<file path="src/rtl/dcpu16_mem_arb_if.sv">
// ---------------------------------------------------------------------------
// dcpu16_mem_arb_if
// Bundles every signal around the DCPU-16 memory arbiter: the core's
// instruction-fetch port (f_*), its data port (g_*), the shared memory bus
// (wb_*) and the status outputs ena/err.
//
// Modports:
//   slave  - the arbiter's view. It serves the two core ports, drives the
//            shared bus and reports ena/err.
//   master - the environment's view. The core issues requests on f_*/g_*
//            and the memory answers on wb_dti/wb_ack.
// ---------------------------------------------------------------------------
interface dcpu16_mem_arb_if;
  // instruction-fetch port
  logic [15:0] f_adr;
  logic        f_stb;
  logic        f_ack;
  logic [15:0] f_dti;
  // data port
  logic [15:0] g_adr;
  logic        g_stb;
  logic        g_wre;
  logic [15:0] g_dto;
  logic        g_ack;
  logic [15:0] g_dti;
  // shared memory bus
  logic [15:0] wb_adr;
  logic [15:0] wb_dto;
  logic        wb_we;
  logic        wb_stb;
  logic        wb_cyc;
  logic [15:0] wb_dti;
  logic        wb_ack;
  // status
  logic        ena;
  logic        err;

  modport slave (
    input  f_adr, f_stb, g_adr, g_stb, g_wre, g_dto, wb_dti, wb_ack,
    output f_ack, f_dti, g_ack, g_dti,
           wb_adr, wb_dto, wb_we, wb_stb, wb_cyc, ena, err
  );

  modport master (
    output f_adr, f_stb, g_adr, g_stb, g_wre, g_dto, wb_dti, wb_ack,
    input  f_ack, f_dti, g_ack, g_dti,
           wb_adr, wb_dto, wb_we, wb_stb, wb_cyc, ena, err
  );
endinterface : dcpu16_mem_arb_if

</file>
<file path="src/rtl/dcpu16_mem_arb.sv">
// ---------------------------------------------------------------------------
// dcpu16_mem_arb
// Shares one memory bus between the DCPU-16 fetch port and data port.
// The data port has priority. A fetch that has waited through two data
// grants in a row is served next. Every transfer is bounded by a wait
// counter. A transfer that times out completes with zero data and sets
// a sticky error flag.
//
// Parameters:
//   TMO  - bus-timeout limit in cycles (1..15)
// Ports:
//   clk  - system clock, rising edge
//   rst  - synchronous, active-high reset
//   bus  - dcpu16_mem_arb_if.slave: f_* fetch port, g_* data port,
//          wb_* shared bus master side, ena core clock-enable, err flag
// ---------------------------------------------------------------------------
module dcpu16_mem_arb #(
  parameter int unsigned TMO = 15
) (
  input  logic            clk,
  input  logic            rst,
  dcpu16_mem_arb_if.slave bus
);

  typedef enum logic [1:0] {
    IDLE = 2'd0,
    FBUS = 2'd1,
    GBUS = 2'd2
  } state_e;

  localparam logic [3:0] TMO_W = 4'(TMO);

  state_e      state_q, state_d;
  logic [1:0]  fair_q,  fair_d;   // data grants in a row with a fetch waiting
  logic [3:0]  wait_q,  wait_d;   // bus cycles without wb_ack
  logic        err_q,   err_d;
  logic        f_ack_q, f_ack_d;
  logic        g_ack_q, g_ack_d;
  logic [15:0] f_dti_q, f_dti_d;
  logic [15:0] g_dti_q, g_dti_d;
  logic [15:0] wb_adr_q, wb_adr_d;
  logic [15:0] wb_dto_q, wb_dto_d;
  logic        wb_we_q,  wb_we_d;

  logic        f_elig;
  logic        g_elig;
  logic        turnaround;
  logic        fetch_due;
  logic [3:0]  wait_inc;

  // A port whose ack is high this cycle is finishing. Its stb may still
  // be high, so it must not be granted again.
  assign f_elig     = bus.f_stb & ~f_ack_q;
  assign g_elig     = bus.g_stb & ~g_ack_q;
  // In the ack cycle the requester is still presenting the old request.
  // No decision is made until the cycle after.
  assign turnaround = f_ack_q | g_ack_q;
  assign fetch_due  = (fair_q == 2'd2) && f_elig;
  assign wait_inc   = wait_q + 4'd1;

  always_ff @(posedge clk) begin
    // NOTE: non-blocking (<=) here so every register samples pre-edge values.
    if (rst) begin
      state_q  <= IDLE;
      fair_q   <= '0;
      wait_q   <= '0;
      err_q    <= 1'b0;
      f_ack_q  <= 1'b0;
      g_ack_q  <= 1'b0;
      f_dti_q  <= '0;
      g_dti_q  <= '0;
      wb_adr_q <= '0;
      wb_dto_q <= '0;
      wb_we_q  <= 1'b0;
    end else begin
      state_q  <= state_d;
      fair_q   <= fair_d;
      wait_q   <= wait_d;
      err_q    <= err_d;
      f_ack_q  <= f_ack_d;
      g_ack_q  <= g_ack_d;
      f_dti_q  <= f_dti_d;
      g_dti_q  <= g_dti_d;
      wb_adr_q <= wb_adr_d;
      wb_dto_q <= wb_dto_d;
      wb_we_q  <= wb_we_d;
    end
  end

  always_comb begin
    // NOTE: every _d gets a default first, so no path leaves one unassigned (no latch).
    state_d  = state_q;
    fair_d   = fair_q;
    wait_d   = wait_q;
    err_d    = err_q;
    f_ack_d  = 1'b0;
    g_ack_d  = 1'b0;
    f_dti_d  = f_dti_q;
    g_dti_d  = g_dti_q;
    wb_adr_d = wb_adr_q;
    wb_dto_d = wb_dto_q;
    wb_we_d  = wb_we_q;

    case (state_q)
      IDLE: begin
        // wb_ack is not looked at here, so a stray slave ack is ignored.
        if (!turnaround) begin
          if (g_elig && !fetch_due) begin
            state_d  = GBUS;
            wb_adr_d = bus.g_adr;
            wb_dto_d = bus.g_dto;
            wb_we_d  = bus.g_wre;
            wait_d   = '0;
            // The count only runs while the fetch keeps losing.
            fair_d   = f_elig ? fair_q + 2'd1 : 2'd0;
          end else if (f_elig) begin
            state_d  = FBUS;
            wb_adr_d = bus.f_adr;
            wb_dto_d = '0;
            wb_we_d  = 1'b0;
            wait_d   = '0;
            fair_d   = '0;
          end
        end
      end

      FBUS, GBUS: begin
        if (bus.wb_ack) begin
          state_d = IDLE;
          if (state_q == GBUS) begin
            g_ack_d = 1'b1;
            g_dti_d = bus.wb_dti;
          end else begin
            f_ack_d = 1'b1;
            f_dti_d = bus.wb_dti;
          end
        end else if (wait_inc == TMO_W) begin
          // Timeout: release the bus and finish the request with zero data.
          state_d = IDLE;
          err_d   = 1'b1;
          if (state_q == GBUS) begin
            g_ack_d = 1'b1;
            g_dti_d = '0;
          end else begin
            f_ack_d = 1'b1;
            f_dti_d = '0;
          end
        end else begin
          wait_d = wait_inc;
        end
      end

      default: state_d = IDLE;
    endcase
  end

  assign bus.f_ack  = f_ack_q;
  assign bus.f_dti  = f_dti_q;
  assign bus.g_ack  = g_ack_q;
  assign bus.g_dti  = g_dti_q;
  assign bus.wb_adr = wb_adr_q;
  assign bus.wb_dto = wb_dto_q;
  assign bus.wb_we  = wb_we_q;
  assign bus.wb_stb = (state_q != IDLE);
  assign bus.wb_cyc = (state_q != IDLE);
  assign bus.err    = err_q;
  // Stall the core while either port has a request that is not finishing.
  assign bus.ena    = ~((bus.f_stb & ~f_ack_q) | (bus.g_stb & ~g_ack_q));

endmodule : dcpu16_mem_arb

</file>
<file path="src/flat_wrapper.sv">
// flat-port wrapper written by rule: the top's interface ports become plain ports
module dcpu16_mem_arb_flat 
#(
  parameter int unsigned TMO = 15
)
  (clk, rst, bus_f_adr, bus_f_stb, bus_g_adr, bus_g_stb, bus_g_wre, bus_g_dto, bus_wb_dti, bus_wb_ack, bus_f_ack, bus_f_dti, bus_g_ack, bus_g_dti, bus_wb_adr, bus_wb_dto, bus_wb_we, bus_wb_stb, bus_wb_cyc, bus_ena, bus_err);
  dcpu16_mem_arb_if bus_i ();
  input  logic clk;
  input  logic rst;
  input wire logic [$bits(bus_i.f_adr)-1:0] bus_f_adr;
  input wire logic [$bits(bus_i.f_stb)-1:0] bus_f_stb;
  input wire logic [$bits(bus_i.g_adr)-1:0] bus_g_adr;
  input wire logic [$bits(bus_i.g_stb)-1:0] bus_g_stb;
  input wire logic [$bits(bus_i.g_wre)-1:0] bus_g_wre;
  input wire logic [$bits(bus_i.g_dto)-1:0] bus_g_dto;
  input wire logic [$bits(bus_i.wb_dti)-1:0] bus_wb_dti;
  input wire logic [$bits(bus_i.wb_ack)-1:0] bus_wb_ack;
  output wire logic [$bits(bus_i.f_ack)-1:0] bus_f_ack;
  output wire logic [$bits(bus_i.f_dti)-1:0] bus_f_dti;
  output wire logic [$bits(bus_i.g_ack)-1:0] bus_g_ack;
  output wire logic [$bits(bus_i.g_dti)-1:0] bus_g_dti;
  output wire logic [$bits(bus_i.wb_adr)-1:0] bus_wb_adr;
  output wire logic [$bits(bus_i.wb_dto)-1:0] bus_wb_dto;
  output wire logic [$bits(bus_i.wb_we)-1:0] bus_wb_we;
  output wire logic [$bits(bus_i.wb_stb)-1:0] bus_wb_stb;
  output wire logic [$bits(bus_i.wb_cyc)-1:0] bus_wb_cyc;
  output wire logic [$bits(bus_i.ena)-1:0] bus_ena;
  output wire logic [$bits(bus_i.err)-1:0] bus_err;
  assign bus_i.f_adr = bus_f_adr;
  assign bus_i.f_stb = bus_f_stb;
  assign bus_i.g_adr = bus_g_adr;
  assign bus_i.g_stb = bus_g_stb;
  assign bus_i.g_wre = bus_g_wre;
  assign bus_i.g_dto = bus_g_dto;
  assign bus_i.wb_dti = bus_wb_dti;
  assign bus_i.wb_ack = bus_wb_ack;
  assign bus_f_ack = bus_i.f_ack;
  assign bus_f_dti = bus_i.f_dti;
  assign bus_g_ack = bus_i.g_ack;
  assign bus_g_dti = bus_i.g_dti;
  assign bus_wb_adr = bus_i.wb_adr;
  assign bus_wb_dto = bus_i.wb_dto;
  assign bus_wb_we = bus_i.wb_we;
  assign bus_wb_stb = bus_i.wb_stb;
  assign bus_wb_cyc = bus_i.wb_cyc;
  assign bus_ena = bus_i.ena;
  assign bus_err = bus_i.err;
  dcpu16_mem_arb #(.TMO(TMO)) u_core (.clk(clk), .rst(rst), .bus(bus_i));
endmodule
</file>
<file path="config.mk">
export PLATFORM = sky130hd
export DESIGN_NAME = dcpu16_mem_arb_flat
export DESIGN_NICKNAME = d
export VERILOG_FILES = /design/src/rtl/dcpu16_mem_arb_if.sv /design/src/rtl/dcpu16_mem_arb.sv /design/src/flat_wrapper.sv
export SDC_FILE = /design/constraint.sdc
export NUM_CORES = 1
export LEC_CHECK = 0
export ABC_AREA = 1
export BUFFER_PORTS_ARGS = -buffer_cell sky130_fd_sc_hd__buf_2
export CAP_MARGIN = 20
export CORE_UTILIZATION = 40
export CTS_CLUSTER_DIAMETER = 30
export DETAILED_ROUTE_END_ITERATION = 8
export PLACE_DENSITY_LB_ADDON = 0.3
export SLEW_MARGIN = 30
export SYNTH_ARGS = -nofsm -noshare
export SYNTH_HDL_FRONTEND = slang
export SYNTH_SLANG_ARGS = --single-unit
</file>
<file path="constraint.sdc">
create_clock -name clk -period 2.4 [get_ports clk]
set_input_delay 0.24 -clock clk [delete_from_list [all_inputs] [get_ports clk]]
set_output_delay 0.24 -clock clk [all_outputs]
set_load 0.01 [all_outputs]
</file>
# Yosys cells after proc, flatten, opt, wreduce, memory -nomap -nowiden
# Index checks and enable logic that the tools add are counted.
classes:
  addsub: 2
  n_eq_ne: 9
  muxes: 35
  bitwise: 11
  n_reduce_logical: 16
ops:
  columns: ["cell", "count"]
  rows:
  - ["16-bit 2-to-1 mux", 12]
  - ["4-bit 2-to-1 mux", 5]
  - ["2-bit 2-to-1 mux", 8]
  - ["3-bit AND reduction", 5]
  - ["1-bit 2-to-1 mux", 8]
  - ["4-bit one-hot mux with 2 select lines", 1]
  - ["2-bit nonzero test", 4]
  - ["1-bit inverter", 7]
  - ["2-bit != test, second input constant", 3]
  - ["5-bit AND reduction", 1]
  - ["4-bit by 1-bit adder with 4-bit output, second input constant", 1]
  - ["2-bit equality test, second input constant", 2]
  - ["4-bit equality test, second input constant", 1]
  - ["2-bit one-hot mux with 2 select lines", 1]
  - ["2-bit OR reduction", 2]
  - ["3-bit by 1-bit != test with 1-bit output, second input constant", 1]
  - ["3-bit by 2-bit != test with 1-bit output, second input constant", 1]
  - ["2-bit by 1-bit adder with 2-bit output, second input constant", 1]
  - ["1-bit AND", 2]
  - ["2-bit by 1-bit equality test with 1-bit output, second input constant", 1]
  - ["1-bit logical AND", 2]
  - ["2-bit zero test", 1]
  - ["1-bit bitwise OR", 2]
  - ["1-bit zero test", 1]
totals:
  regBits: 76
  input_bits: 70
  out_inout_bits: 71
  elab_cells: 84

# Logic depth before layout (Yosys ltp)
logic_depth:
  depth_word: 8
  mapped_depth: 12
  mapped_depth_nobuf: 12

# Least setup slack after synthesis
# No wires, ideal clock.
synth_timing:
  path_type: "reg-to-reg"
  startpoint: "reg u_core.wait_q[1]"
  endpoint: "reg u_core.g_dti_q[3] (netlist: u_core.bus.g_dti[3])"
  setup_time_ps: 135
  t_arrival_ps: 1326
  required_ps: 2265
  path_slack_ps: 938
  stages_incl_launch_ff: 12
  path_buffers: 1
  period_less_slack_ps: 1462
  path_cell_list: "dfxtp_1 ha_1 inv_1 nand2_1 nand2_1 nor2_1 nand2_1 nand2_2 nand3_2 buf_4 nand2_1 a21oi_1"
synth_between:
  elab_chain_len: 4
synth_rtl:
  columns: ["element", "line", "source"]
  rows:
  - ["start, declared", "dcpu16_mem_arb.sv:35", "logic [3:0] wait_q, wait_d;"]
  - ["start signal, assigned", "dcpu16_mem_arb.sv:78", "wait_q <= wait_d;"]
  - ["4-bit by 1-bit adder with 4-bit output", "dcpu16_mem_arb.sv:59", "assign wait_inc = wait_q + 4'd1;"]
  - ["4-bit equality test", "dcpu16_mem_arb.sv:137", "end else if (wait_inc == TMO_W) begin"]
  - ["2-bit nonzero test (no source line)", null, null]
  - ["3-bit AND reduction (no source line)", null, null]
  - ["end signal, assigned", "dcpu16_mem_arb.sv:83", "g_dti_q <= g_dti_d;"]
  - ["end, declared", "dcpu16_mem_arb.sv:40", "logic [15:0] g_dti_q, g_dti_d;"]
# Every way passes these cells.
# A chain may end at the register's enable or synchronous reset.

# Worst setup path after layout
layout_timing:
  startpoint: "reg u_core.fair_q[0]"
  endpoint: "reg u_core.wb_adr_q[11] (netlist: u_core.bus.wb_adr[11])"
layout_between:
  elab_chain_len: 6
  word_cells_on_any_way: 7
  cone_classes: "eq/ne: 1; mux: 1; reduce/logical: 5"
layout_rtl:
  columns: ["element", "line", "source"]
  rows:
  - ["start, declared", "dcpu16_mem_arb.sv:34", "logic [1:0] fair_q, fair_d;"]
  - ["start signal, assigned", "dcpu16_mem_arb.sv:77", "fair_q <= fair_d;"]
  - ["2-bit equality test (*)", "dcpu16_mem_arb.sv:58", "assign fetch_due = (fair_q == 2'd2) && f_elig;"]
  - ["1-bit logical AND (*)", "dcpu16_mem_arb.sv:58", null]
  - ["1-bit zero test (*)", "dcpu16_mem_arb.sv:108", "if (g_elig && !fetch_due) begin"]
  - ["1-bit logical AND (*)", "dcpu16_mem_arb.sv:108", null]
  - ["2-bit nonzero test (no source line)", null, null]
  - ["3-bit AND reduction (no source line)", null, null]
  - ["end signal, assigned", "dcpu16_mem_arb.sv:84", "wb_adr_q <= wb_adr_d;"]
  - ["end, declared", "dcpu16_mem_arb.sv:41", "logic [15:0] wb_adr_q, wb_adr_d;"]
# Mark *: on every way between the ends. The rest lies on a longest branch, timed or not.

==> results by group <==
GRT
  • Total grt overflow: 0
  • Vias in the first global route: 3,114
  • Total global routing track utilization: 20.5%
  • Largest net degree at the start of global routing: 40
  • Initial antenna violation count: 0
  • First-pass GRT wire length: 13,900 um

Timing
  • Fmax: 563 MHz
  • Final min period: 1780 ps
  • Pins Over Slew Limit: 0
  • Tightest Pin Transition: 595 ps
  • Clk_skew: 10.9 ps
  • Setup violators final: 0
  • Worst rel slew slack: 60.3%
  • Setup tns final: 0 ps
  • Final period util: 74.0%
  • Final Hold Vio Count: 0
  • RSZ-0062 raised after global routing: false

Critical path
  • Worst EP arrival: 2000 ps
  • R2R cell count: 7
  • Setup slack, reg-to-reg: 620 ps
  • Critical path type: reg -> reg
  • WP buf/inv: 2
  • Largest stage delay, worst path: 360 ps
  • Worst flop-to-flop path endpoint: u_core.bus.wb_adr[11]$_SDFFE_PP0P_
  • Critical Path Start: u_core.fair_q[0]$_SDFFE_PP0P_
  • CP Depth: 7
  • Slowest cell on crit path: nand2_2
  • Top delay family on crit path: simple AND/OR/NAND/NOR gates
  • Setup crit end: u_core.bus.wb_adr[11]$_SDFFE_PP0P_
  • Critical path capture point type: register
  • CP most frequent cell: inv_1
  • Critical-path cell list: inv_1, ha_1, nand3_1, nand2_2, inv_1, o21ai_0, a21oi_1
  • Critical Path RT: 2620 ps
  • Crit Path Max Fanout: 21
  • Critical Path Source Type: register
  • Worst R2R Start: u_core.fair_q[0]$_SDFFE_PP0P_

Clocking
  • H-Tree Depth: 3
  • Resize count post-CTS: 0
  • Hold Buf Count CTS: 0
  • Clock tree buffer depth: 2
  • Clock root buffer: clkbuf_8
  • CTS Buf Count: 9
  • CTS Sinks: 76
  • Reg clk slew, reported paths: 80 ps
  • Post-CTS Setup Inserts: 0
  • TritonCTS clock tree: yes
  • Clk_lat worst skew: 350 ps

Flow run
  • Max-cap violations: 0

Route
  • DRT Pass-1 Iters: 4
  • Top sig layer: met4
  • Met1 WL: 3810 um
  • Via count: 3,234
  • Antenna Nets Post-Route: 0
  • Routed WL: 8380 um
  • WL met3: 563 um
  • DR vias/cell: 4.91
  • Post-route DRC: 0
  • DR WL met2: 3800 um
  • Wire per inst: 12.7 um
  • Initial drt markers: 162

Synth
  • Yosys reg bits: 76
  • Synthesized instance count: 426
  • Share of the synthesized area in the top cell type: 46.7%
  • Largest family of logic cells by synthesized area: simple AND/OR/NAND/NOR gates
  • Simple-Gate Fraction of Synth Area: 28.6%
  • Area leader, netlist: dfxtp_1
  • Sequential-to-total area share from yosys stat: 46.7%
  • Ranking of synthesized cells by area: dfxtp_1, nand2_1, a21oi_1
  • Mux cell area share after synthesis: 0%
  • Adder-cell share of the synthesized area: 1.92%
  • Complex-gate fraction of the synthesized area: 15.2%
  • Xor and xnor area share after synthesis: 0%
  • Syn avg cell area: 7.65 um2
  • Syn Nets: 501
  • Synth warnings: 0
  • Synth cell types: 24
  • Synthesized area: 3260 um2

Die
  • Die Width: 92.2 um
  • Core Area: 7810 um2
  • Chip height: 92.2 um
  • Row count: 32
  • Io pins: 141
  • Die area: 8510 um2
  • Initial core utilization: 41.7%

Pwr
  • Leakage: 1.93 nW
  • Worst VDD drop: 0.460 mV
  • Pwr/cell area: 805 nW/um2

Placed design
  • GP Congestion: 0.794
  • DP Area: 3980 um2
  • IO Port Bufs: 140
  • DPL Wire Length: 5810 um

Cells and area
  • Share of cells above drive strength 1: 34.1%
  • Nets: 627
  • Area Growth Syn to Fin: 29.5%
  • Number of diodes: 0
  • Final instance area: 4220 um2

Status
  • Status: finished clean

Min path
  • HP Class: in -> reg
## layout make-up
class | count | area (um2)
fill | 775 | 3590
inverter | 22 | 82.6
clock buffer | 10 | 128
tap | 102 | 128
timing repair buffer | 146 | 758
multi-input combinational | 297 | 1490
sequential | 76 | 1520
clock inverter | 6 | 111
## per-stage QoR
| step | power, W | std cells | hold WS, ps | util [%] | setup WS (ps) |
|---|---|---|---|---|---|
| after floorplan | 0.00200 | 426 | 376 | - | 938 |
| after global placement | 0.00223 | 643 | 444 | 51.0 | 674 |
| after detailed placement | 0.00224 | 643 | 443 | 51.0 | 616 |
| after CTS | 0.00342 | 659 | 109 | 54.0 | 600 |
| after global routing | 0.00358 | 659 | 116 | 54.0 | 425 |
| final | 0.00340 | 659 | 125 | 54.0 | 623 |
## logic make-up (layout without fill, tap and decap cells)
logic type | count (synthesis) | count (layout)
simple gates | 203 | 203
compound gates | 89 | 89
flops | 76 | 76
buf+inv | 53 | 184
fa+ha+maj | 5 | 5
## layer usage
metal,track usage (%),vias to the layer above
li1,-,1663
met1,24.5,1447
met2,33.1,106
met3,6.63,18
met4,10.0,0
met5,0,-
## registers in the layout, summed over array words and instances (netlist names), 2 cells and up
register           flops
u_core.bus.f_dti      16
u_core.bus.g_dti      16
u_core.bus.wb_adr     16
u_core.bus.wb_dto     16
u_core.wait_q          4
u_core.fair_q          2
u_core.state_q         2
## where the power goes
part / total [W] / internal, W / switching (W)
clock network: 0.00118 / 0.000693 / 0.000487
logic: 0.000775 / 0.000281 / 0.000493
registers: 0.00144 / 0.00137 / 0.0000668
total: 0.00340 / 0.00235 / 0.00105
## placed cells by master, fill, tap and decap left out, types with 2 or more instances in the layout
master	n
a21oi_1	61
a21oi_2	10
buf_2	140
buf_4	5
bufinv_16	3
clkbuf_8	9
dfxtp_1	76
ha_1	5
inv_1	20
nand2_1	99
nand2_2	13
nand3_1	5
nand3_2	2
nand4_1	33
nor2_1	47
nor3_1	2
o21ai_0	13
o21ai_1	4
## Yosys cell counts
master	instances
nand2_1	99
dfxtp_1	76
a21oi_1	61
nor2_1	47
nand4_1	33
inv_1	20
clkbuf_1	15
nand2_2	13
o21ai_0	13
a21oi_2	10
buf_2	5
buf_4	5
ha_1	5
nand3_1	5
o21ai_1	4
buf_1	3
buf_6	3
nand3_2	2
nor3_1	2
clkinv_1	1
inv_2	1
nand4_4	1
nor2_8	1
o21ai_4	1
## worst min-delay path: stages
cell and delay (ps):
buf_2 100, nand2_2 60, a21oi_2 40
## worst min-delay path by stage
stage,slack [ps],startpoint,depth (start not counted),to
floorplan,380,bus_g_dto[0],2,u_core.bus.wb_dto[0]$_SDFFE_PP0P_
global placement,440,u_core.bus.err$_SDFFE_PP0P_,2,u_core.bus.err$_SDFFE_PP0P_
detailed placement,440,u_core.bus.err$_SDFFE_PP0P_,2,u_core.bus.err$_SDFFE_PP0P_
CTS,110,bus_g_dto[0],3,u_core.bus.wb_dto[0]$_SDFFE_PP0P_
global route,120,bus_g_dto[14],3,u_core.bus.wb_dto[14]$_SDFFE_PP0P_
finish,120,bus_g_wre,3,u_core.bus.wb_we$_SDFFE_PP0P_
Power figures use the tool's default switching activity.
